<file path="src/rtl/fetch_buffer_unit.sv">
// fetch_buffer_unit: sequential instruction fetch with a small PC-tagged FIFO feeding decode
// Ports:
//   clock, reset            rising-edge clock, asynchronous active-high reset
//   redirect, redirect_pc   flush the buffer and restart fetch at redirect_pc (word aligned)
//   mem_rd_en, mem_addr     single-outstanding read request, held until mem_ack
//   mem_ack, mem_rd_data    read response
//   inst_valid, inst_ready  decode handshake on the FIFO head
//   instruction, inst_pc    head word (instruction_t layout, opcode in [6:0]) and its PC
module fetch_buffer_unit #(
  parameter int ADDR_WIDTH = 64,
  parameter int DEPTH = 4,
  parameter logic [ADDR_WIDTH-1:0] RESET_PC = '0
) (
  input  logic                  clock,
  input  logic                  reset,
  input  logic                  redirect,
  input  logic [ADDR_WIDTH-1:0] redirect_pc,
  output logic                  mem_rd_en,
  output logic [ADDR_WIDTH-1:0] mem_addr,
  input  logic                  mem_ack,
  input  logic [31:0]           mem_rd_data,
  output logic                  inst_valid,
  input  logic                  inst_ready,
  output logic [31:0]           instruction,
  output logic [ADDR_WIDTH-1:0] inst_pc
);
  localparam int PW = $clog2(DEPTH);
  typedef enum logic [1:0] {IDLE, REQUEST, DROP} state_t;
  typedef struct packed {
    logic [24:0] upper;
    logic [6:0]  opcode;
  } instruction_t;
  state_t state, state_next;
  logic [ADDR_WIDTH-1:0] pc, drop_addr;
  logic [PW-1:0] wr_ptr, rd_ptr;
  logic [PW:0] count, count_next;
  logic [ADDR_WIDTH-1:0] pc_mem [DEPTH];
  instruction_t inst_mem [DEPTH];
  logic push, pop;
  assign inst_valid = count != '0;
  // a redirect wipes the FIFO, so neither side of the handshake may take effect that cycle
  assign pop = inst_valid && inst_ready && !redirect;
  assign push = state == REQUEST && mem_ack && !redirect;
  assign count_next = redirect ? '0 : count + {{PW{1'b0}}, push} - {{PW{1'b0}}, pop};
  assign mem_rd_en = state != IDLE;
  // pc may already point at the redirect target while the abandoned read is still open
  assign mem_addr = state == DROP ? drop_addr : pc;
  assign instruction = inst_mem[rd_ptr];
  assign inst_pc = pc_mem[rd_ptr];
  always_comb begin
    state_next = IDLE;
    case (state)
      IDLE:    state_next = !redirect && count < (PW+1)'(DEPTH) ? REQUEST : IDLE;
      REQUEST: state_next = redirect ? (mem_ack ? IDLE : DROP)
                          : !mem_ack || count_next < (PW+1)'(DEPTH) ? REQUEST : IDLE;
      DROP:    state_next = mem_ack ? IDLE : DROP;
      default: state_next = IDLE;
    endcase
  end
  always_ff @(posedge clock or posedge reset) begin
    if (reset) begin
      state <= IDLE;
      pc <= RESET_PC;
      drop_addr <= '0;
      wr_ptr <= '0;
      rd_ptr <= '0;
      count <= '0;
    end else begin
      state <= state_next;
      count <= count_next;
      if (redirect && state == REQUEST) drop_addr <= pc;
      if (redirect) begin
        pc <= redirect_pc & ~ADDR_WIDTH'(3);
        wr_ptr <= '0;
        rd_ptr <= '0;
      end else begin
        if (push) pc <= pc + ADDR_WIDTH'(4);
        if (push) wr_ptr <= wr_ptr + PW'(1);
        if (pop) rd_ptr <= rd_ptr + PW'(1);
      end
    end
  end
  always_ff @(posedge clock) begin
    if (push) begin
      inst_mem[wr_ptr] <= mem_rd_data;
      pc_mem[wr_ptr] <= pc;
    end
  end
endmodule

</file>
<file path="config.mk">
export PLATFORM = sky130hd
export DESIGN_NAME = fetch_buffer_unit
export DESIGN_NICKNAME = d
export VERILOG_FILES = /design/src/rtl/fetch_buffer_unit.sv
export SDC_FILE = /design/constraint.sdc
export NUM_CORES = 1
export LEC_CHECK = 0
export BUFFER_PORTS_ARGS = -buffer_cell sky130_fd_sc_hd__buf_2
export CAP_MARGIN = 25
export CELL_PAD_IN_SITES_DETAIL_PLACEMENT = 1
export CELL_PAD_IN_SITES_GLOBAL_PLACEMENT = 1
export CORE_MARGIN = 1
export CORE_UTILIZATION = 44
export CTS_CLUSTER_DIAMETER = 200
export DETAILED_ROUTE_END_ITERATION = 6
export GPL_ROUTABILITY_DRIVEN = 0
export PLACE_DENSITY = 0.76
export SKIP_LAST_GASP = 1
export SLEW_MARGIN = 40
export SYNTH_ARGS = -nofsm -noshare
export SYNTH_HDL_FRONTEND = slang
export SYNTH_SLANG_ARGS = --single-unit
</file>
<file path="constraint.sdc">
create_clock -name clock -period 4.3 [get_ports clock]
set_clock_uncertainty 0.05 [all_clocks]
set_input_delay 0.86 -clock clock [delete_from_list [all_inputs] [get_ports clock]]
set_output_delay 0.86 -clock clock [all_outputs]
set_load 0.05 [all_outputs]
</file>
* Word level (Yosys, flattened, before mapping)
Memories as Yosys holds them, arrays and structs flattened. Index checks and enable logic that the tools add are counted.
Operators by class: add/subtract/negate cells 5, magnitude comparators 2, eq/ne operators 2, muxes and demuxes 15, reduce and logical (&&, ||, !) cells 14
Operator list (number):
- 2-to-1 mux 64 bit | 3
- adder 64 x 3 -> 64 bit, second input constant | 1
- 2-to-1 mux 2 bit | 6
- logical AND 1 bit | 6
- < comparator 3 bit, second input constant | 2
- case mux 2 bit (3 select lines) | 1
- nonzero test 2 bit | 3
- adder 2 x 1 -> 2 bit, second input constant | 2
- 2-to-1 mux 1 bit | 4
- adder 3 x 1 -> 3 bit | 1
- 2-to-1 mux 3 bit | 1
- nonzero test 3 bit | 1
- subtractor 3 x 1 -> 3 bit | 1
- == test 2 x 1 -> 1 bit, second input constant | 1
- == test 2 bit, second input constant | 1
- zero test 1 bit | 2
- zero test 2 bit | 1
- logical OR 1 bit | 1
Word-level totals: flip-flop bits (word level) 137, RAM bits 384, input bits 101, logic and storage cells 46, memories kept 2
Memory list:
- pc_mem | words 4, bits a word 64, read ports 1, clocked after Yosys merged registers in 0, wr ports 1, RTL line 37 | logic [ADDR_WIDTH-1:0] pc_mem [DEPTH];
- inst_mem | words 4, bits a word 32, read ports 1, clocked after Yosys merged registers in 0, wr ports 1, RTL line 38 | instruction_t inst_mem [DEPTH];

* Depth between registers and ports, before layout
Gate-level depths: netlist (run 1).
depth in word-level cells 11, mapped depth 13, depth with buffers taken out 12

* Worst setup path before layout (run 1)
Ideal clock, no wire load.
path kind in2reg, from input port redirect, to memory inst_mem[0][0] (netlist bit) (enable), arrival time 3.640 ns, data required time 3.787 ns, path slack 0.146 ns, stages 4, path through clkbuf_1 clkbuf_1 nor2_1 and2_1
On the way: cells in the longest elaborated chain, start to end 4
Ends and longest elaborated chain:
- from (decl) | RTL line 16 | input logic redirect,
- zero test 1 bit | RTL line 43 | assign push = state == REQUEST && mem_ack && !redirect;
- logical AND 1 bit | RTL line 43
- 2-to-1 mux 1 bit | RTL line 84 | if (push) begin
- 2-to-1 mux 1 bit (not written as such) | RTL line 85 | inst_mem[wr_ptr] <= mem_rd_data;
- to (decl) | RTL line 38
No other way between the ends.

* Worst setup path after layout (run 1)
from register rd_ptr[0], to output port inst_pc[39]
On the way: cells in the longest elaborated chain, start to end 1
Ends and longest elaborated chain:
- from (decl) | RTL line 35 | logic [PW-1:0] wr_ptr, rd_ptr;
- from (signal assigned) | RTL line 79 | if (pop) rd_ptr <= rd_ptr + PW'(1);
- memory read (4 x 64 bit)
- to (decl) | RTL line 25 | output logic [ADDR_WIDTH-1:0] inst_pc
No other way between the ends.

==> flow_summary.ini, run 1 <==
[status]
outcome = finished clean

[routing]
via_count = 11940
first_pass_iters = 5
via_per_inst = 5.628
drc = 0
drt_iter0_markers = 752
detail-route-antenna-nets = 0
avgRoutedWirePerCell_um = 24.23
drt-total-wl_mm = 51.40

[timing]
rsz0062_at_grt = no
relSlewSlack = 0.4385
clock.fmax_ghz = 0.2781
fin_ws_ns = 0.7035
min_period_ns = 3.596
hold_viol = 0
tns_ns = 0
fin_crit_sh = 0.8364
tightestPinTransition_ns = 0.8346
slew_violations = 0
setup_viol = 0

[floorplanning]
fp.dieArea_um2 = 48160
ios = 263
start_util = 0.4469
die_w_um = 219.5
rows = 79
design.core.area_um2 = 46560
die_y_um = 219.5

[clock_tree]
cts.sinks = 509
cts-root-buf = clkbuf_16
cts_tree = built
postCtsSetupBuffers = 0
post_cts_resized = 0
htreeDepth = 2
cts_buffer_depth = 3
numCtsBuffers = 52
cts_hold_buf = 0
cts.clk_slew.worst_paths_ns = 0.06
insertion_delay_ns = 0.60

[logic_synthesis]
synth_cell_types = 59
synth-compound-area-share = 0.02809
synth_edf_count = 376
synth-async-reset-ratio = 0.2613
ys.warnings.count = 0
synthCells = 1192
synth_top_cell_by_area = edfxtp_1
synth_mux_area_frac = 0.1655
synth-main-ff-cell = edfxtp_1
synthesis.area_um2 = 20800
synth_area_leaders = edfxtp_1, dfrtp_1, mux4_2
synth_common_cells = edfxtp_1, dfrtp_1, mux2_2, mux4_2, nand2_1
synth-simple-area-share = 0.06633
synth_most_common_cell = edfxtp_1
avgSynthCellArea_um2 = 17.45
yosysTopAreaCellShare = 0.5427
synth_top_family_by_area = multiplexers
synth_adder_area_share = 0.005172
ys_seq_area_frac = 0.7027
synth_xor_area_frac = 0.01600
ys_seq_elements = 509

[power]
max-vdd-ir-drop_mv = 0.3681
p_per_area_nw_per_um2 = 583.7
p_leak_nw = 8.763

[critical_path]
critical_path_class = flop to output pin
arrival_ns = 2.69
cp_slowest_cell = mux4_2
cpPeakStageDelay_ns = 0.64
cp_max_fo = 62
required_ns = 3.39
startpoint_type = flop
crit_path_end_kind = output pin
path_cells = buf_12 -> mux4_2 -> buf_2

[cells_and_area]
drive_gt1_frac = 0.3975
layout.nets = 1578
fillers = 4426
fin_util = 0.5297
multi_input_area_um2 = 5881
areaGrowthSynthToFinish_pct = 18.54
final_cell_area_um2 = 24660
regArea_um2 = 14630

[placed_design]
dp_hpwl_mm = 32.88
port_buffers = 256
dpl-instance-area_um2 = 22930
dp_slack_ns = 1.100

[global_routing]
grt_antenna_before_repair = 1
grt.total_usage = 0.2174
grt_overflow_total = 0
grt_max_degree = 117
grt_pass1_wl_mm = 78.00
grt_pass1_vias = 12760

[flow_run]
drv_cap = 0

[min_path]
worst_hold_path_type = input port to async pin
[sequential cells by signal, summed over array words and instances (netlist names)]
register and count:
pc_mem 248, inst_mem 128, drop_addr 62, pc 62
count 3, rd_ptr 2, state 2, wr_ptr 2
[metal layers]
metal	routed length [µm]	global-route usage	share of wire	vias up
met1	22450	0.2973	0.44	6286
met4	1018	0.05648	0.020	0
met5	0	0	0	-
met3	2602	0.03823	0.051	67
li1	-	-	-	5256
met2	25330	0.3601	0.49	327
[per-stage QoR]
stage / power [W] / std cells / hold WS, ns
floorplan: 0.009040 / 1195 / 0.3997
global placement: 0.009882 / 2022 / 0.4120
detailed placement: 0.009981 / 2022 / 0.4208
CTS: 0.01456 / 2119 / 0.2177
global route: 0.01497 / 2119 / 0.2366
finish: 0.01440 / 2121 / 0.2389
[where the power goes]
group	internal, W	total (W)	switching, W
Combinational	0.00125	0.00367	0.00242
Sequential	0.00578	0.00617	0.000390
Clock	0.00268	0.00456	0.00188
[critical path, delay by kind of cell, from the launching register on]
kind	cells	cell delay (ns)
buffers and inverters	2	0.66
DFF	1	0.63
muxes	1	0.64
[path summary, 6_finish.rpt]
check                                          start                         to  slack (ns)  depth (start not counted)
setup / recovery               rd_ptr[0]$_DFFE_PP0P_                inst_pc[39]        0.70                          3
hold / removal                                 reset  drop_addr[32]$_DFFE_PP0P_        0.24                          2
setup reg to reg                  pc[23]$_DFFE_PP0N_         pc[40]$_DFFE_PP0N_        1.20                          5
hold reg to reg            drop_addr[53]$_DFFE_PP0P_  drop_addr[53]$_DFFE_PP0P_        0.44                          2
max in group asynchronous                      reset      rd_ptr[1]$_DFFE_PP0P_        2.81                          3
min in group clock                    redirect_pc[5]          pc[5]$_DFFE_PP0N_        0.42                          3
[area by class of cell]
type	count	share of cell area
Antenna cell	2	0.0002029
Clock buffer	66	0.05692
Clock inverter	31	0.01329
Inverter	15	0.002435
Multi-Input combinational cell	606	0.2384
Sequential cell	509	0.5931
Tap cell	607	0.03079
Timing Repair Buffer	285	0.06484
[logic make-up (layout without fill, tap and decap cells)]
kind of cell | count (synthesis) | in the layout
AO/OA/AOI/OAI | 98 | 98
XOR/XNOR | 38 | 38
adder cells (fa/ha/maj) | 8 | 8
buffers and inverters | 80 | 397
flip-flops | 509 | 509
multiplexers | 212 | 212
other | 1 | 6
AND/OR/NAND/NOR | 246 | 246
[cells in the final DEF, fill, tap and decap left out, types with 11 or more instances in the layout]
cell type and n:
clkbuf_16 52, buf_4 21, o31ai_1 11, nand2_1 64, clkinv_2 16, a31oi_1 25
or4_1 15, inv_1 13, nor2_1 46, edfxtp_1 376, xor2_1 25, dfrtp_1 131
o21ai_0 50, xnor2_1 13, or3_1 11, nand3_1 27, nand4_1 24, buf_2 256
mux4_2 94, mux2_2 116
No activity file was read; power rests on OpenSTA's default activity.
==> run 2, diff against run 1 <==
--- a/config.mk
+++ b/config.mk
@@ -10,11 +10,11 @@
 export CELL_PAD_IN_SITES_DETAIL_PLACEMENT = 1
 export CELL_PAD_IN_SITES_GLOBAL_PLACEMENT = 1
 export CORE_MARGIN = 1
-export CORE_UTILIZATION = 44
+export CORE_UTILIZATION = 49
 export CTS_CLUSTER_DIAMETER = 200
 export DETAILED_ROUTE_END_ITERATION = 6
 export GPL_ROUTABILITY_DRIVEN = 0
-export PLACE_DENSITY = 0.76
+export PLACE_DENSITY = 0.8
 export SKIP_LAST_GASP = 1
 export SLEW_MARGIN = 40
 export SYNTH_ARGS = -nofsm -noshare
==> constraint.sdc (replaced) <==
create_clock -name clock -period 3.4 [get_ports clock]
set_clock_uncertainty 0.05 [all_clocks]
set_input_delay 0.68 -clock clock [delete_from_list [all_inputs] [get_ports clock]]
set_output_delay 0.68 -clock clock [all_outputs]
set_load 0.05 [all_outputs]
==> run 2 against run 1 <==
Compared with the run above:
- critical path type unchanged
- sequential cell count stayed put
- clock-buffer cell count did not move
- cell count is 2.4% lower
- non-clock buffer count increased by 12
- power up 29%
- register-to-register slack worse by 0.81 ns
- worst setup slack lost 0.35 ns
- routed wire length grew 2.3%
- sequential share of layout area shrank 0.56 points
- critical path depth is the same
==> flow_summary.ini, run 2 (synthesis results as in run 1) <==
[status]
outcome = finished clean

[cells_and_area]
fillers = 3856
reg.largest.list = pc_mem (248), inst_mem (128)
instances_no_fill = 2070
regMostFlops = pc_mem
layout.nets = 1591
drive_gt1_frac = 0.4021
multi_input_area_um2 = 5893
areaGrowthSynthToFinish_pct = 19.67
regArea_um2 = 14630
layout_common_cells = edfxtp_1, buf_2, dfrtp_1, mux2_2, mux4_2
final_common_cell = edfxtp_1
fin_util = 0.5935
largest_reg_flops = 248
final_cell_area_um2 = 24900

[power]
power_frac_comb = 0.260
p_per_area_nw_per_um2 = 743.7
pwr-share-clk = 0.321
intPower_w = 0.01247
p_leak_nw = 8.892
pwr-share-seq = 0.419
max-vdd-ir-drop_mv = 0.3455
switching_power_w = 0.006047
p_total_w = 0.01852
switching_share = 0.3266

[routing]
drt-total-wl_mm = 52.60
detail-route-antenna-nets = 0
drc = 0
via_count = 12070
first_pass_iters = 5
drt_iter0_markers = 776
via_per_inst = 5.830
avgRoutedWirePerCell_um = 25.41

[placed_design]
port_buffers = 256
dp_hpwl_mm = 32.93
dp.cells = 1965
dpl-instance-area_um2 = 23050

[floorplanning]
rows = 75
start_util = 0.4960
die_w_um = 208.1
ios = 263
fp.dieArea_um2 = 43290
die_y_um = 208.1
design.core.area_um2 = 41950

[critical_path]
timing.rr.end = pc[40]$_DFFE_PP0N_
regToRegStartpoint = pc[3]$_DFFE_PP0N_
r2r_slack_ns = 0.39
cp_slowest_cell = mux4_2
arrival_ns = 2.32
r2r_cells = 6
required_ns = 2.67
cp_max_fo = 49
startpoint_type = flop
path_cells = buf_12 -> mux4_2 -> buf_2
cpPeakStageDelay_ns = 0.61
crit_path_end_kind = output pin
critical_path_class = flop to output pin

[global_routing]
grt_max_degree = 134
grt.total_usage = 0.2466
grt_pass1_vias = 12990
use_met2 = 0.4143
grt_antenna_before_repair = 5
grtUsageMet1 = 0.3340
use_met3 = 0.03306
grt_pass1_wl_mm = 79.47
grt_busiest_layer = met2
grt_overflow_total = 0

[clock_tree]
cts-root-buf = clkbuf_16
htreeDepth = 2
postCtsSetupBuffers = 0
cts.sinks = 509
cts.clk_slew.worst_paths_ns = 0.06
cts_tree = built
numCtsBuffers = 53
cts_buffer_depth = 3
insertion_delay_ns = 0.60
cts_hold_buf = 0
post_cts_resized = 0

[timing]
setup_viol = 0
clock.fmax_ghz = 0.3281
rsz0062_at_grt = no
fin_crit_sh = 0.8963
min_period_ns = 3.048
tns_ns = 0
slew_violations = 0
tightestPinTransition_ns = 0.7678
hold_viol = 0
relSlewSlack = 0.4881

[min_path]
worst_hold_path_type = input port to async pin

[flow_run]
drv_cap = 0
## run 2: worst max path at each step
stage	start	endpoint	slack (ns)
after floorplan	redirect	inst_mem[0][0]$_DFFE_PP_	0.47
after global placement	mem_ack	pc[40]$_DFFE_PP0N_	0.16
after detailed placement	mem_ack	pc[40]$_DFFE_PP0N_	0.08
after CTS	pc[3]$_DFFE_PP0N_	pc[40]$_DFFE_PP0N_	0.17
after global routing	rd_ptr[0]$_DFFE_PP0P_	inst_pc[3]	0.24
final	rd_ptr[0]$_DFFE_PP0P_	inst_pc[3]	0.35
## run 2: power groups by stage
stage          clock (W)  sequential [W]  combinational, W
2_1_floorplan          0         0.00768           0.00374
3_3_place_gp           0         0.00779           0.00476
3_5_place_dp           0         0.00787           0.00483
4_1_cts          0.00608         0.00775           0.00487
5_1_grt          0.00627         0.00782           0.00505
6_report         0.00595         0.00776           0.00481
## run 2: critical path, delay by kind of cell (launching register included)
| family | cells | cell delay [ns] |
|---|---|---|
| mux | 1 | 0.61 |
| buf+inv | 2 | 0.60 |
| flops | 1 | 0.47 |
## run 2: per-layer routing
| layer | vias to the layer above | share of wire | wire (µm) |
|---|---|---|---|
| met5 | - | 0.00015 | 8 |
| met2 | 344 | 0.51 | 26810 |
| li1 | 5300 | - | - |
| met3 | 77 | 0.043 | 2280 |
| met4 | 2 | 0.023 | 1226 |
| met1 | 6346 | 0.42 | 22280 |
## run 2: final cells by class
cell class,instances,area share
flip-flops and latches,509,0.5875
multi-input cells,606,0.2367
inverters,15,0.002412
diodes,4,0.0004021
repair buffers,297,0.07368
well taps,539,0.02709
clock inverters,34,0.01493
clock buffers,66,0.05729
## run 2: stage by stage
step           setup slack [ns]  hold WS (ns)
2_1_floorplan            0.4656        0.3997
3_3_place_gp             0.1622        0.4111
3_5_place_dp            0.07857        0.4328
4_1_cts                  0.1746        0.1917
5_1_grt                  0.2384        0.1152
6_report                 0.3524        0.1041
